<file path="src/rtl/decode_stage_sequencer_pkg.sv">
// decode_stage_sequencer_pkg: widths, format codes, hit indices and bundle layout for the decode sequencer
package decode_stage_sequencer_pkg;
  localparam int NUM_FORMATS = 4;
  localparam int PAYLOAD_W = 96;
  localparam int ADDR_W = 64;
  localparam int FIFO_DEPTH = 2;
  localparam int FMT_W = 5;
  localparam int HIT_D = 0;
  localparam int HIT_DQ = 1;
  localparam int HIT_DS = 2;
  localparam int HIT_X = 3;
  localparam int OPCODE_LSB = 90;
  localparam int REG1_LSB = 85;
  localparam int REG2_LSB = 80;
  localparam int REG3_LSB = 75;
  localparam int REG4_LSB = 70;
  localparam int REG2_VAL_OR_ZERO_POS = 66;
  localparam int BIT1_POS = 65;
  localparam int BIT2_POS = 64;
  localparam int IMM_LSB = 0;
  typedef enum logic [FMT_W-1:0] {
    FMT_INVALID = 5'd0,
    FMT_D = 5'd3,
    FMT_DQ = 5'd4,
    FMT_DS = 5'd5,
    FMT_X = 5'd15
  } fmt_e;
  typedef struct packed {
    logic [PAYLOAD_W-1:0] payload;
    logic [ADDR_W-1:0] addr;
    fmt_e fmt;
    logic illegal;
  } entry_t;
  function automatic fmt_e resolve_format(input logic [NUM_FORMATS-1:0] hit);
    return hit == NUM_FORMATS'(1 << HIT_D) ? FMT_D :
           hit == NUM_FORMATS'(1 << HIT_DQ) ? FMT_DQ :
           hit == NUM_FORMATS'(1 << HIT_DS) ? FMT_DS :
           hit == NUM_FORMATS'(1 << HIT_X) ? FMT_X : FMT_INVALID;
  endfunction
endpackage

</file>
<file path="src/rtl/decode_stage_sequencer_if.sv">
// decode_stage_sequencer_if: fetch, decoder-bank and issue handshakes of the decode sequencer
interface decode_stage_sequencer_if;
  import decode_stage_sequencer_pkg::*;
  logic flush;
  logic fetch_valid;
  logic [ADDR_W-1:0] fetch_addr;
  logic fetch_ready;
  logic dec_enable;
  logic [NUM_FORMATS-1:0] fmt_hit;
  logic [PAYLOAD_W-1:0] dec_payload;
  logic issue_valid;
  logic issue_ready;
  logic [PAYLOAD_W-1:0] issue_payload;
  logic [ADDR_W-1:0] issue_addr;
  fmt_e issue_format;
  logic issue_illegal;
  modport master (
    input flush, fetch_valid, fetch_addr, fmt_hit, dec_payload, issue_ready,
    output fetch_ready, dec_enable, issue_valid, issue_payload, issue_addr, issue_format, issue_illegal
  );
  modport slave (
    output flush, fetch_valid, fetch_addr, fmt_hit, dec_payload, issue_ready,
    input fetch_ready, dec_enable, issue_valid, issue_payload, issue_addr, issue_format, issue_illegal
  );
endinterface

</file>
<file path="src/rtl/decode_stage_sequencer_fifo.sv">
// decode_seq_fifo: power-of-two sync FIFO with flush, occupancy count and async active-low reset
module decode_seq_fifo #(
  parameter int WIDTH = 8,
  parameter int DEPTH = 2
) (
  input  logic clk,
  input  logic rst_n,
  input  logic push,
  input  logic pop,
  input  logic flush,
  input  logic [WIDTH-1:0] din,
  output logic [WIDTH-1:0] dout,
  output logic valid,
  output logic [$clog2(DEPTH):0] count
);
  localparam int AW = $clog2(DEPTH);
  logic [WIDTH-1:0] mem [DEPTH];
  logic [AW-1:0] rd_ptr, wr_ptr;
  always_ff @(posedge clk or negedge rst_n)
    if (!rst_n) begin
      rd_ptr <= '0;
      wr_ptr <= '0;
      count <= '0;
    end else if (flush) begin
      rd_ptr <= '0;
      wr_ptr <= '0;
      count <= '0;
    end else begin
      if (push) wr_ptr <= wr_ptr + 1'b1;
      if (pop) rd_ptr <= rd_ptr + 1'b1;
      count <= count + {{AW{1'b0}}, push} - {{AW{1'b0}}, pop};
    end
  always_ff @(posedge clk)
    if (push && !flush) mem[wr_ptr] <= din;
  assign valid = count != '0;
  // empty head reads as zero so issue outputs are clean in and after reset
  assign dout = valid ? mem[rd_ptr] : '0;
endmodule

</file>
<file path="src/rtl/decode_stage_sequencer.sv">
// decode_stage_sequencer: credit-gated fetch accept, hit-to-format resolve, buffered issue; DECODE_SEQ_PERF_EN adds perf counters
module decode_stage_sequencer
  import decode_stage_sequencer_pkg::*;
(
  input logic clock_i,
  input logic reset_i,
  decode_stage_sequencer_if.master bus
`ifdef DECODE_SEQ_PERF_EN
  ,
  output logic [31:0] stall_cycles,
  output logic [15:0] illegal_count
`endif
);
  logic in_flight, pop, push, valid;
  logic [ADDR_W-1:0] addr_q;
  logic [$clog2(FIFO_DEPTH):0] count;
  fmt_e fmt;
  entry_t din, dout;
  assign pop = valid & bus.issue_ready;
  assign push = in_flight & ~bus.flush;
  // the in-flight slot holds a credit so a result always finds FIFO space
  assign bus.fetch_ready = reset_i & ~bus.flush & ((int'(count) + int'(in_flight) - int'(pop)) < FIFO_DEPTH);
  assign bus.dec_enable = bus.fetch_valid & bus.fetch_ready;
  always_ff @(posedge clock_i or negedge reset_i)
    if (!reset_i) begin
      in_flight <= 1'b0;
      addr_q <= '0;
    end else begin
      in_flight <= bus.dec_enable;
      if (bus.dec_enable) addr_q <= bus.fetch_addr;
    end
  assign fmt = resolve_format(bus.fmt_hit);
  assign din = '{payload: bus.dec_payload, addr: addr_q, fmt: fmt, illegal: fmt == FMT_INVALID};
  decode_seq_fifo #(.WIDTH($bits(entry_t)), .DEPTH(FIFO_DEPTH)) u_fifo (
    .clk(clock_i),
    .rst_n(reset_i),
    .push(push),
    .pop(pop),
    .flush(bus.flush),
    .din(din),
    .dout(dout),
    .valid(valid),
    .count(count)
  );
  assign bus.issue_valid = valid;
  assign bus.issue_payload = dout.payload;
  assign bus.issue_addr = dout.addr;
  assign bus.issue_format = dout.fmt;
  assign bus.issue_illegal = dout.illegal;
`ifdef DECODE_SEQ_PERF_EN
  always_ff @(posedge clock_i or negedge reset_i)
    if (!reset_i) begin
      stall_cycles <= '0;
      illegal_count <= '0;
    end else begin
      if (bus.fetch_valid && !bus.fetch_ready && stall_cycles != '1) stall_cycles <= stall_cycles + 1'b1;
      if (push && din.illegal && illegal_count != '1) illegal_count <= illegal_count + 1'b1;
    end
`endif
endmodule
</file>
<file path="src/flat_wrapper.sv">
// flat-port wrapper written by rule: the top's interface ports become plain ports
module decode_stage_sequencer_flat import decode_stage_sequencer_pkg::*;
  (clock_i, reset_i, bus_flush, bus_fetch_valid, bus_fetch_addr, bus_fmt_hit, bus_dec_payload, bus_issue_ready, bus_fetch_ready, bus_dec_enable, bus_issue_valid, bus_issue_payload, bus_issue_addr, bus_issue_format, bus_issue_illegal);
  decode_stage_sequencer_if bus_i ();
  input logic clock_i;
  input logic reset_i;
  input wire logic [$bits(bus_i.flush)-1:0] bus_flush;
  input wire logic [$bits(bus_i.fetch_valid)-1:0] bus_fetch_valid;
  input wire logic [$bits(bus_i.fetch_addr)-1:0] bus_fetch_addr;
  input wire logic [$bits(bus_i.fmt_hit)-1:0] bus_fmt_hit;
  input wire logic [$bits(bus_i.dec_payload)-1:0] bus_dec_payload;
  input wire logic [$bits(bus_i.issue_ready)-1:0] bus_issue_ready;
  output wire logic [$bits(bus_i.fetch_ready)-1:0] bus_fetch_ready;
  output wire logic [$bits(bus_i.dec_enable)-1:0] bus_dec_enable;
  output wire logic [$bits(bus_i.issue_valid)-1:0] bus_issue_valid;
  output wire logic [$bits(bus_i.issue_payload)-1:0] bus_issue_payload;
  output wire logic [$bits(bus_i.issue_addr)-1:0] bus_issue_addr;
  output wire logic [$bits(bus_i.issue_format)-1:0] bus_issue_format;
  output wire logic [$bits(bus_i.issue_illegal)-1:0] bus_issue_illegal;
  assign bus_i.flush = bus_flush;
  assign bus_i.fetch_valid = bus_fetch_valid;
  assign bus_i.fetch_addr = bus_fetch_addr;
  assign bus_i.fmt_hit = bus_fmt_hit;
  assign bus_i.dec_payload = bus_dec_payload;
  assign bus_i.issue_ready = bus_issue_ready;
  assign bus_fetch_ready = bus_i.fetch_ready;
  assign bus_dec_enable = bus_i.dec_enable;
  assign bus_issue_valid = bus_i.issue_valid;
  assign bus_issue_payload = bus_i.issue_payload;
  assign bus_issue_addr = bus_i.issue_addr;
  assign bus_issue_format = bus_i.issue_format;
  assign bus_issue_illegal = bus_i.issue_illegal;
  decode_stage_sequencer u_core (.clock_i(clock_i), .reset_i(reset_i), .bus(bus_i));
endmodule
</file>
<file path="config.mk">
export PLATFORM = sky130hd
export DESIGN_NAME = decode_stage_sequencer_flat
export DESIGN_NICKNAME = d
export VERILOG_FILES = /design/src/rtl/decode_stage_sequencer_pkg.sv /design/src/rtl/decode_stage_sequencer_if.sv /design/src/rtl/decode_stage_sequencer_fifo.sv /design/src/rtl/decode_stage_sequencer.sv /design/src/flat_wrapper.sv
export SDC_FILE = /design/constraint.sdc
export NUM_CORES = 1
export LEC_CHECK = 0
export CAP_MARGIN = 10
export CORE_UTILIZATION = 35
export CTS_CLUSTER_DIAMETER = 40
export DETAILED_ROUTE_END_ITERATION = 12
export SLEW_MARGIN = 0
export SYNTH_ARGS = -nofsm -noshare
export SYNTH_HDL_FRONTEND = slang
export SYNTH_SLANG_ARGS = --single-unit
</file>
<file path="constraint.sdc">
create_clock -name clock_i -period 12.1 [get_ports clock_i]
set_input_delay 2.42 -clock clock_i [delete_from_list [all_inputs] [get_ports clock_i]]
set_output_delay 2.42 -clock clock_i [all_outputs]
set_load 0.02 [all_outputs]
</file>
==> results.ini, run 1 <==
[cts]
cts_max_path_buffers=3
cts.sinks=399
clkTransAtPathRegs_ns=0.05
root_buffer=clkbuf_16
cts_max_level=2
clkLatencyLatePin_ns=0.58
cts_setup_buffers=0
cts_resized=0
cts-buffers-inserted=56
cts_tree=yes
hold_buffers=0

[placement]
port_buffers=336
place_ws_ns=4.56
gp_congestion=0.760
dp_hpwl_mm=20.4

[routing]
first_iter_violations=357
via_count=8477
viasPerCell=4.52
drt_wl_total_mm=34.1
dr.pass1.iters=4
ant_nets=0
wl_per_cell_microns=18.2
route.detailed.drc=0

[run]
cap_violations=0

[floorplan]
dieWidth_microns=212
core_area_sq_um=43400
die_area_sq_um=45000
rows=76
start_util_pct=35.7
die_h_microns=212
boundaryPins=338

[final_layout]
post-route-util_pct=49.1
fill_cells=3794
area_growth_pct=37.5
num-nets-final=1423
regArea_sq_um=11600
multi_input_area_sq_um=3530
layout-drive-gt1-share_pct=13.5

[sta]
worst_pin_slew_ns=1.15
rsz0062_at_grt=no
finalSetupViolCount=0
slew_headroom_pct=23.2
hold_ws_ns=0.464
post-route-min-period_ns=7.52
skew_ns=0.0144
fin_setup_tns_ns=0
hold_viol=0
setup_ws_ns=4.58
finalCritPeriodShare_pct=62.2
maxSlewViolCount=0
fmax_mhz=133

[logic_synthesis]
synthesis.instances=888
synth_area_sq_um=15500
synth_flop_cell=edfxtp_1
async_reset_ff_share_pct=17.3
yosysWarnings=0
synth_cell_types=29
ys_seq_area_share_pct=75.2
avgSynthCellArea_sq_um=17.4
syn_nets=1065
synth_seq_cells=399
synth_edf_count=330

[setup_path]
startpoint=bus_issue_ready
cp.buffers_inverters=2
path_max_fanout=28
cpMaxStageDelayCell=clkdlybuf4s50_1
critical_path_required_ns=9.68
crit_chain=clkdlybuf4s50_1, o21ai_4, nor2_1, ha_1, ha_1, nand2b_1, a21oi_1, and3_4, clkdlybuf4s50_1
reg2regPathDepth=11
worstPathArrival_ns=5.10
slowest_delay_ns=0.71
r2r_start=u_core.u_fifo.count[0]
critPathKind=in -> out
cp-end-kind=output port
cpLargestDelayFamily=buffers and inverters
timing.rr.end=u_core.addr_q[48]
r2r_setup_slack_ns=8.48
cp-start-kind=input pin

[power_and_ir_drop]
comb_power_share_pct=17.1
p_per_area_nw_per_um2=187
switchingPower_uw=1010
pwr-share-clk_pct=40.5
power.share.sequential_pct=42.4
power.total_uw=3980
power.leakage_uw=0.00720
ir_drop_v=0.000114
p_int_uw=2970
switching_share_pct=25.4

[global_routing]
grt_overflow=0
grt_max_degree=145
antenna_found_initial=2
gr-usage-all-layers_pct=14.9
grt_pass1_vias=8834
grt_pass1_wl_mm=50.8

[worst_hold_path]
hold-path-cell-count=0
holdPathEnd=u_core.u_fifo.mem[0][15]
hold_class=reg -> reg
hold_start=u_core.addr_q[9]

[status]
outcome=complete, no violations

-- Yosys cell counts (2+ instances only) --
cell type | n | area (sq um)
buf_1 | 3 | 11.3
nand2b_1 | 3 | 18.8
clkbuf_1 | 17 | 63.8
inv_1 | 7 | 26.3
a21oi_1 | 2 | 10.0
and2_1 | 2 | 12.5
mux2_4 | 49 | 736
buf_4 | 2 | 15.0
edfxtp_1 | 330 | 9910
mux2_2 | 15 | 169
mux2i_1 | 165 | 1650
nor2_1 | 174 | 653
ha_1 | 7 | 87.6
xnor2_1 | 3 | 26.3
dfrtp_1 | 69 | 1730
buf_2 | 17 | 85.1
nor2b_1 | 3 | 18.8
buf_12 | 6 | 120
o21ai_0 | 2 | 10.0
xor2_1 | 3 | 26.3
-- per-layer routing --
layer / track usage [%] / part of all wire [%] / routed length, microns / up-vias
li1: - / - / - / 3997
met5: 0 / 0.038 / 13 / -
met2: 25.1 / 49 / 16800 / 252
met3: 4.59 / 8.0 / 2710 / 54
met4: 5.63 / 2.4 / 828 / 2
met1: 18.0 / 40 / 13800 / 4172
-- cell usage in the layout (no fill, tap or decap), types with 3 or more instances in the layout --
master and instances:
buf_4 8, bufinv_16 6, clkbuf_1 3, clkbuf_16 57
clkdlybuf4s50_1 335, clkinv_1 7, clkinv_2 8, clkinv_4 8
clkinvlp_4 5, dfrtp_1 68, edfxtp_1 330, ha_1 7
inv_1 7, inv_6 5, mux2_2 15, mux2_4 49
mux2i_1 165, nand2b_1 3, nor2_1 173, xnor2_1 3
xor2_1 3
-- power by group through the flow --
stage / sequential [uW] / combinational, uW / clock, uW
2_1_floorplan: 1680 / 405 / 0
3_3_place_gp: 1710 / 689 / 0
3_5_place_dp: 1720 / 692 / 0
4_1_cts: 1690 / 696 / 1650
5_1_grt: 1700 / 730 / 1710
6_report: 1690 / 682 / 1610
-- registers in the layout, indices dropped and copies added (netlist names) --
| register | cells |
|---|---|
| u_core.u_fifo.rd_ptr | 1 |
| u_core.u_fifo.mem | 330 |
| u_core.u_fifo.count | 2 |
| u_core.u_fifo.wr_ptr | 1 |
| u_core.in_flight | 1 |
| u_core.addr_q | 64 |
-- layout make-up --
cell class / count / share of cell area (%)
sequential: 399 / 54.7
multi-input combinational: 437 / 16.6
timing repair buffer: 345 / 16.2
clock buffer: 62 / 6.89
tap: 585 / 3.44
clock inverter: 41 / 1.98
inverter: 7 / 0.124
antenna: 1 / 0.0118
-- worst max path at each step --
stage	endpoint	slack, ns	cells past startpoint
after floorplan	u_core.u_fifo.mem[0][0]	1.53	2
after global placement	bus_dec_enable	4.54	9
after detailed placement	bus_dec_enable	4.56	9
after CTS	bus_dec_enable	4.54	9
after global routing	bus_dec_enable	4.40	9
final	bus_dec_enable	4.58	9
-- cells by family after synthesis --
group                      share of synthesized area, %
AOI/OAI and AO/OA                                 0.332
other                                            0.0242
muxes                                              16.5
buffers and inverters                              2.08
DFF                                                75.2
xor gates and xnor gates                          0.340
adders and majority gates                         0.696
and+or+nand+nor                                    4.79
-- per-stage QoR --
stage / std cells / instance area [sq um]
after floorplan: 888 / 15500
after global placement: 1773 / 19400
after detailed placement: 1773 / 19400
after CTS: 1876 / 21300
after global routing: 1876 / 21300
final: 1877 / 21300
No activity file was read; power rests on OpenSTA's default activity.
==> run 2, diff against run 1 <==
==> constraint.sdc (replaced) <==
create_clock -name clock_i -period 6.6 [get_ports clock_i]
set_input_delay 1.32 -clock clock_i [delete_from_list [all_inputs] [get_ports clock_i]]
set_output_delay 1.32 -clock clock_i [all_outputs]
set_load 0.02 [all_outputs]
==> run 2 against run 1 <==
Net effect:
- first-iteration DRC count decreased by 17%
- critical path depth unchanged
- clock skew shrank 0.0036 ns
- total power rose by 86%
- cell area up 0.61%
- flip-flop and latch count unchanged
- hold slack is essentially flat
- routed wire length down 0.45%
- sequential power up 83%
- clock power up 89%
- combinational power is 85% higher
- register-to-register slack worse by 5.4 ns
- critical path type unchanged
- critical endpoint unchanged
==> results.ini, run 2 (synthesized netlist as in run 1, its figures left out) <==
[setup_path]
critPathKind=in -> out
r2r_setup_slack_ns=3.04  ; -5.44 ns
reg2regPathDepth=11  ; unchanged
r2r_start=u_core.u_fifo.count[0]
path_max_fanout=15  ; -46%
cp-start-kind=input pin
critical_path_required_ns=5.28  ; -4.40 ns
worstPathArrival_ns=3.86  ; -1.24 ns
timing.rr.end=u_core.addr_q[61]
cp-end-kind=output port

[cts]
cts.sinks=399  ; unchanged
cts_tree=yes
cts_resized=0  ; unchanged
hold_buffers=0  ; unchanged
root_buffer=clkbuf_16
clkTransAtPathRegs_ns=0.05  ; about the same
cts_max_path_buffers=3  ; unchanged
clkLatencyLatePin_ns=0.59  ; about the same
cts-buffers-inserted=58  ; +3.6%
cts_setup_buffers=0  ; unchanged
cts_max_level=2  ; unchanged

[sta]
hold_viol=0  ; unchanged
post-route-min-period_ns=5.18
fmax_mhz=193
fin_setup_tns_ns=0  ; unchanged
maxSlewViolCount=0  ; unchanged
finalSetupViolCount=0  ; unchanged
skew_ns=0.0108  ; -0.00359 ns
finalCritPeriodShare_pct=78.4
hold_ws_ns=0.463  ; -0.000326 ns
rsz0062_at_grt=no
setup_ws_ns=1.42  ; -3.15 ns
worst_pin_slew_ns=1.01  ; -0.139 ns
slew_headroom_pct=32.5  ; +9.2 points

[routing]
first_iter_violations=296  ; -17%
drt_wl_total_mm=34.0  ; -0.45%
route.detailed.drc=0  ; unchanged
wl_per_cell_microns=18.0  ; -0.92%
wl_met2_mm=16.5  ; -1.7%
met1_length_mm=13.9  ; +0.81%
wl_met3_mm=2.77  ; +1.9%
ant_nets=0  ; unchanged
highest_layer=met5
viasPerCell=4.55  ; +0.78%
dr.pass1.iters=6  ; +2
via_count=8584  ; +1.3%

[floorplan]
die_h_microns=212  ; unchanged
core_area_sq_um=43400  ; unchanged
start_util_pct=35.7  ; unchanged
dieWidth_microns=212  ; unchanged
boundaryPins=338  ; unchanged
rows=76  ; unchanged
die_area_sq_um=45000  ; unchanged

[power_and_ir_drop]
ir_drop_v=0.000261  ; +130%
power.total_uw=7390  ; +86%
power.leakage_uw=0.00726  ; +0.82%
p_per_area_nw_per_um2=345  ; +84%

[worst_hold_path]
hold_class=reg -> reg
hold-path-cell-count=0  ; unchanged
hold_start=u_core.addr_q[61]
holdPathEnd=u_core.u_fifo.mem[0][67]

[placement]
gp_congestion=0.728  ; -4.3%
place_ws_ns=1.41  ; -3.15 ns
dp_cells=1776  ; +0.17%
dp_hpwl_mm=21.0  ; +2.7%
port_buffers=336  ; unchanged

[global_routing]
gr-usage-all-layers_pct=14.8  ; -0.077 points
grt_overflow=0  ; unchanged
grt_pass1_wl_mm=51.0  ; +0.49%
grt_max_degree=104  ; -28%
antenna_found_initial=3  ; +1
grt_pass1_vias=9047  ; +2.4%

[final_layout]
regMostFlops=u_core.u_fifo.mem
layout-drive-gt1-share_pct=14.2  ; +0.75 points
num-nets-final=1428  ; +0.35%
area_growth_pct=38.3
stdcell_count=1886  ; +0.48%
top_regs=u_core.u_fifo.mem x330, u_core.addr_q x64, u_core.u_fifo.count x2
largest_register_ffs=330  ; unchanged
mostFrequentLayoutCell=clkdlybuf4s50_1
final_cell_mix=clkdlybuf4s50_1 (335), edfxtp_1 (330), nor2_1 (173)
fill_cells=3759  ; -0.92%

[status]
outcome=complete, no violations

[run]
cap_violations=0  ; unchanged

-- run 2: cell count changes in the layout (fill, tap and decap cells not counted), sizes merged --
cell and delta:
inv +5, buf +3, clkbuf +3, clkinv -3, clkinvlp +1
-- run 2: layout make-up --
type | instances | area, sq um | share of cell area (%)
Antenna cell | 1 | 2.50 | 0.0117
Clock inverter | 44 | 479 | 2.24
Inverter | 7 | 26.3 | 0.123
Sequential cell | 399 | 11600 | 54.4
Tap cell | 585 | 732 | 3.42
Multi-Input combinational cell | 437 | 3530 | 16.5
Timing Repair Buffer | 348 | 3500 | 16.4
Clock buffer | 65 | 1490 | 6.95
-- run 2: per-stage QoR --
stage	cell area [sq um]	utilization (%)
after floorplan	15500	-
after global placement	19400	44.8
after detailed placement	19400	44.8
after CTS	21400	49.3
after global routing	21400	49.3
final	21400	49.3
-- run 2: routing by layer --
metal | vias to the layer above | GRT usage [%]
met2 | 252 | 24.7
met3 | 61 | 5.26
met4 | 6 | 5.53
met1 | 4253 | 17.6
li1 | 4012 | -
met5 | - | 0
-- run 2: worst max-delay path, cell delays in order --
cell and delay [ns]:
clkdlybuf4s50_1 0.47, o21ai_4 0.12, nor2_1 0.10, ha_1 0.22, ha_1 0.17, nand2b_1 0.15
a21oi_1 0.17, and3_4 0.38, clkdlybuf4s50_1 0.74
-- run 2: report_power, final --
| part | internal, uW | switching, uW |
|---|---|---|
| Sequential | 2960 | 128 |
| Clock | 1890 | 1150 |
| Combinational | 640 | 616 |
| Total | 5490 | 1900 |
-- run 2: worst max-delay path by stage --
| stage | start | endpoint | slack [ns] |
|---|---|---|---|
| 2_1_floorplan | bus_flush | u_core.u_fifo.mem[0][0] | 0.31 |
| 3_3_place_gp | bus_issue_ready | bus_dec_enable | 1.43 |
| 3_5_place_dp | bus_issue_ready | bus_dec_enable | 1.41 |
| 4_1_cts | bus_issue_ready | bus_dec_enable | 1.40 |
| 5_1_grt | bus_issue_ready | bus_dec_enable | 1.28 |
| 6_report | bus_issue_ready | bus_dec_enable | 1.42 |
==> run 3, diff against run 2 <==
==> constraint.sdc (replaced) <==
create_clock -name clock_i -period 5 [get_ports clock_i]
set_input_delay 1 -clock clock_i [delete_from_list [all_inputs] [get_ports clock_i]]
set_output_delay 1 -clock clock_i [all_outputs]
set_load 0.02 [all_outputs]
==> run 3 against run 2 <==
Net effect:
- critical path type unchanged
- setup slack worse by 0.77 ns
- clock power up 36%
- via count down 0.61%
- global-route usage about the same
- largest cell class unchanged
- clock skew up 0.012 ns
- highest routed layer unchanged
==> results.ini, run 3 (synthesized netlist as in run 1, its figures left out) <==
[global_routing]
grt_pass1_wl_mm=50.6  ; -0.88%
grt_max_degree=166  ; +60%
grt_overflow=0  ; unchanged
gr-usage-met3_pct=5.01  ; -0.25 points
grt_pass1_vias=9001  ; -0.51%
use_met1_pct=17.6  ; -0.028 points
antenna_found_initial=3  ; unchanged
grtUsageMet2_pct=24.7  ; about the same
top_usage_layer=met2
gr-usage-all-layers_pct=14.8  ; about the same

[sta]
skew_ns=0.0229  ; +0.0121 ns
worst_pin_slew_ns=1.09  ; +0.0816 ns
fin_setup_tns_ns=0  ; unchanged
hold_ws_ns=0.463  ; -0.000140 ns
slew_headroom_pct=27.0  ; -5.4 points
fmax_mhz=230
post-route-min-period_ns=4.34
hold_viol=0  ; unchanged
setup_ws_ns=0.657  ; -0.768 ns
maxSlewViolCount=0  ; unchanged
finalCritPeriodShare_pct=86.9
rsz0062_at_grt=no
finalSetupViolCount=0  ; unchanged

[power_and_ir_drop]
p_int_uw=7350  ; +34%
switching_share_pct=25.5  ; -0.23 points
ir_drop_v=0.000268  ; +2.3%
power.share.sequential_pct=41.3  ; -0.5 points
p_per_area_nw_per_um2=459  ; +33%
pwr-share-clk_pct=41.8  ; +0.6 points
comb_power_share_pct=16.9  ; about the same
power.leakage_uw=0.00728  ; +0.34%
switchingPower_uw=2510  ; +32%

[setup_path]
cp-start-kind=input pin
r2r_setup_slack_ns=1.28  ; -1.76 ns
critPathKind=in -> out
path_max_fanout=4  ; -11
reg2regPathDepth=12  ; +1
timing.rr.end=u_core.addr_q[49]
r2r_start=u_core.u_fifo.count[0]
cp-end-kind=output port
critical_path_required_ns=4.00  ; -1.28 ns
worstPathArrival_ns=3.34  ; -0.52 ns
startpoint=bus_issue_ready

[placement]
dp_hpwl_mm=20.7  ; -1.2%
port_buffers=336  ; unchanged
dpl_cell_area_sq_um=19500  ; +0.18%
gp_congestion=0.698  ; -4.0%
place_ws_ns=0.635  ; -0.772 ns

[worst_hold_path]
hold_class=reg -> reg
hold-path-cell-count=0  ; unchanged
hold_start=u_core.addr_q[5]
holdPathEnd=u_core.u_fifo.mem[1][11]

[final_layout]
fill_cells=3745  ; -0.37%
num-nets-final=1432  ; +0.28%
layout-drive-gt1-share_pct=14.2  ; about the same
final_cell_mix=clkdlybuf4s50_1 (335), edfxtp_1 (330), nor2_1 (173)
area_growth_pct=39.0
mostFrequentLayoutCell=clkdlybuf4s50_1
regMostFlops=u_core.u_fifo.mem
top_regs=u_core.u_fifo.mem x330, u_core.addr_q x64, u_core.u_fifo.count x2
largest_register_ffs=330  ; unchanged
fin_area_sq_um=21500  ; +0.46%

[routing]
first_iter_violations=397  ; +34%
drt_wl_total_mm=34.1  ; +0.49%
dr.pass1.iters=4  ; -2
ant_nets=0  ; unchanged
wl_per_cell_microns=18.0  ; +0.11%
viasPerCell=4.51  ; -0.97%
route.detailed.drc=0  ; unchanged
via_count=8532  ; -0.61%

[floorplan]
start_util_pct=35.7  ; unchanged
dieWidth_microns=212  ; unchanged
core_area_sq_um=43400  ; unchanged
boundaryPins=338  ; unchanged
rows=76  ; unchanged
die_area_sq_um=45000  ; unchanged
die_h_microns=212  ; unchanged

[status]
outcome=complete, no violations

[cts]
cts_max_level=2  ; unchanged
cts_tree=yes
cts-buffers-inserted=59  ; +1.7%
cts_setup_buffers=0  ; unchanged
cts_max_path_buffers=3  ; unchanged
cts.sinks=399  ; unchanged
cts_resized=0  ; unchanged
clkTransAtPathRegs_ns=0.06  ; about the same
clkLatencyLatePin_ns=0.59  ; about the same
hold_buffers=0  ; unchanged
root_buffer=clkbuf_16

[run]
cap_violations=0  ; unchanged

-- run 3: cell type report --
cell class	count	area, sq um	share of cell area [%]
Timing Repair Buffer	351	3540	16.4
Sequential cell	399	11600	54.2
Clock buffer	68	1530	7.12
Clock inverter	44	495	2.31
Inverter	7	26.3	0.122
Multi-Input combinational cell	437	3530	16.4
Tap cell	585	732	3.41
Antenna cell	2	5.00	0.0233
-- run 3: power groups by stage --
stage	registers [uW]	logic (uW)	clock network, uW
after floorplan	4070	981	0
after global placement	4120	1680	0
after detailed placement	4140	1690	0
after CTS	4080	1700	4230
after global routing	4110	1780	4380
final	4080	1670	4120
-- run 3: per-stage QoR --
stage	util [%]	total power [uW]	instances
2_1_floorplan	-	5050	888
3_3_place_gp	44.9	5800	1779
3_5_place_dp	44.9	5840	1779
4_1_cts	49.6	10000	1891
5_1_grt	49.6	10300	1891
6_report	49.6	9860	1893
-- run 3: layer usage --
| layer | share of wire [%] | vias up |
|---|---|---|
| met3 | 8.0 | 64 |
| met4 | 2.3 | 6 |
| met5 | 0.13 | - |
| met1 | 41 | 4193 |
| li1 | - | 4022 |
| met2 | 49 | 247 |
-- run 3: critical path, cell delays in order --
cell,delay (ns)
clkdlybuf4s50_1,0.48
o21ai_4,0.12
nor2_1,0.10
ha_1,0.22
ha_1,0.18
nand2b_1,0.16
a21oi_1,0.18
and3_4,0.24
clkdlybuf4s50_1,0.66
-- run 3: worst max path at each step --
| stage | to | slack, ns |
|---|---|---|
| floorplan | u_core.u_fifo.mem[0][0] | 0.85 |
| global placement | u_core.addr_q[40] | 0.66 |
| detailed placement | bus_dec_enable | 0.63 |
| CTS | bus_dec_enable | 0.60 |
| global route | bus_dec_enable | 0.53 |
| finish | bus_dec_enable | 0.66 |
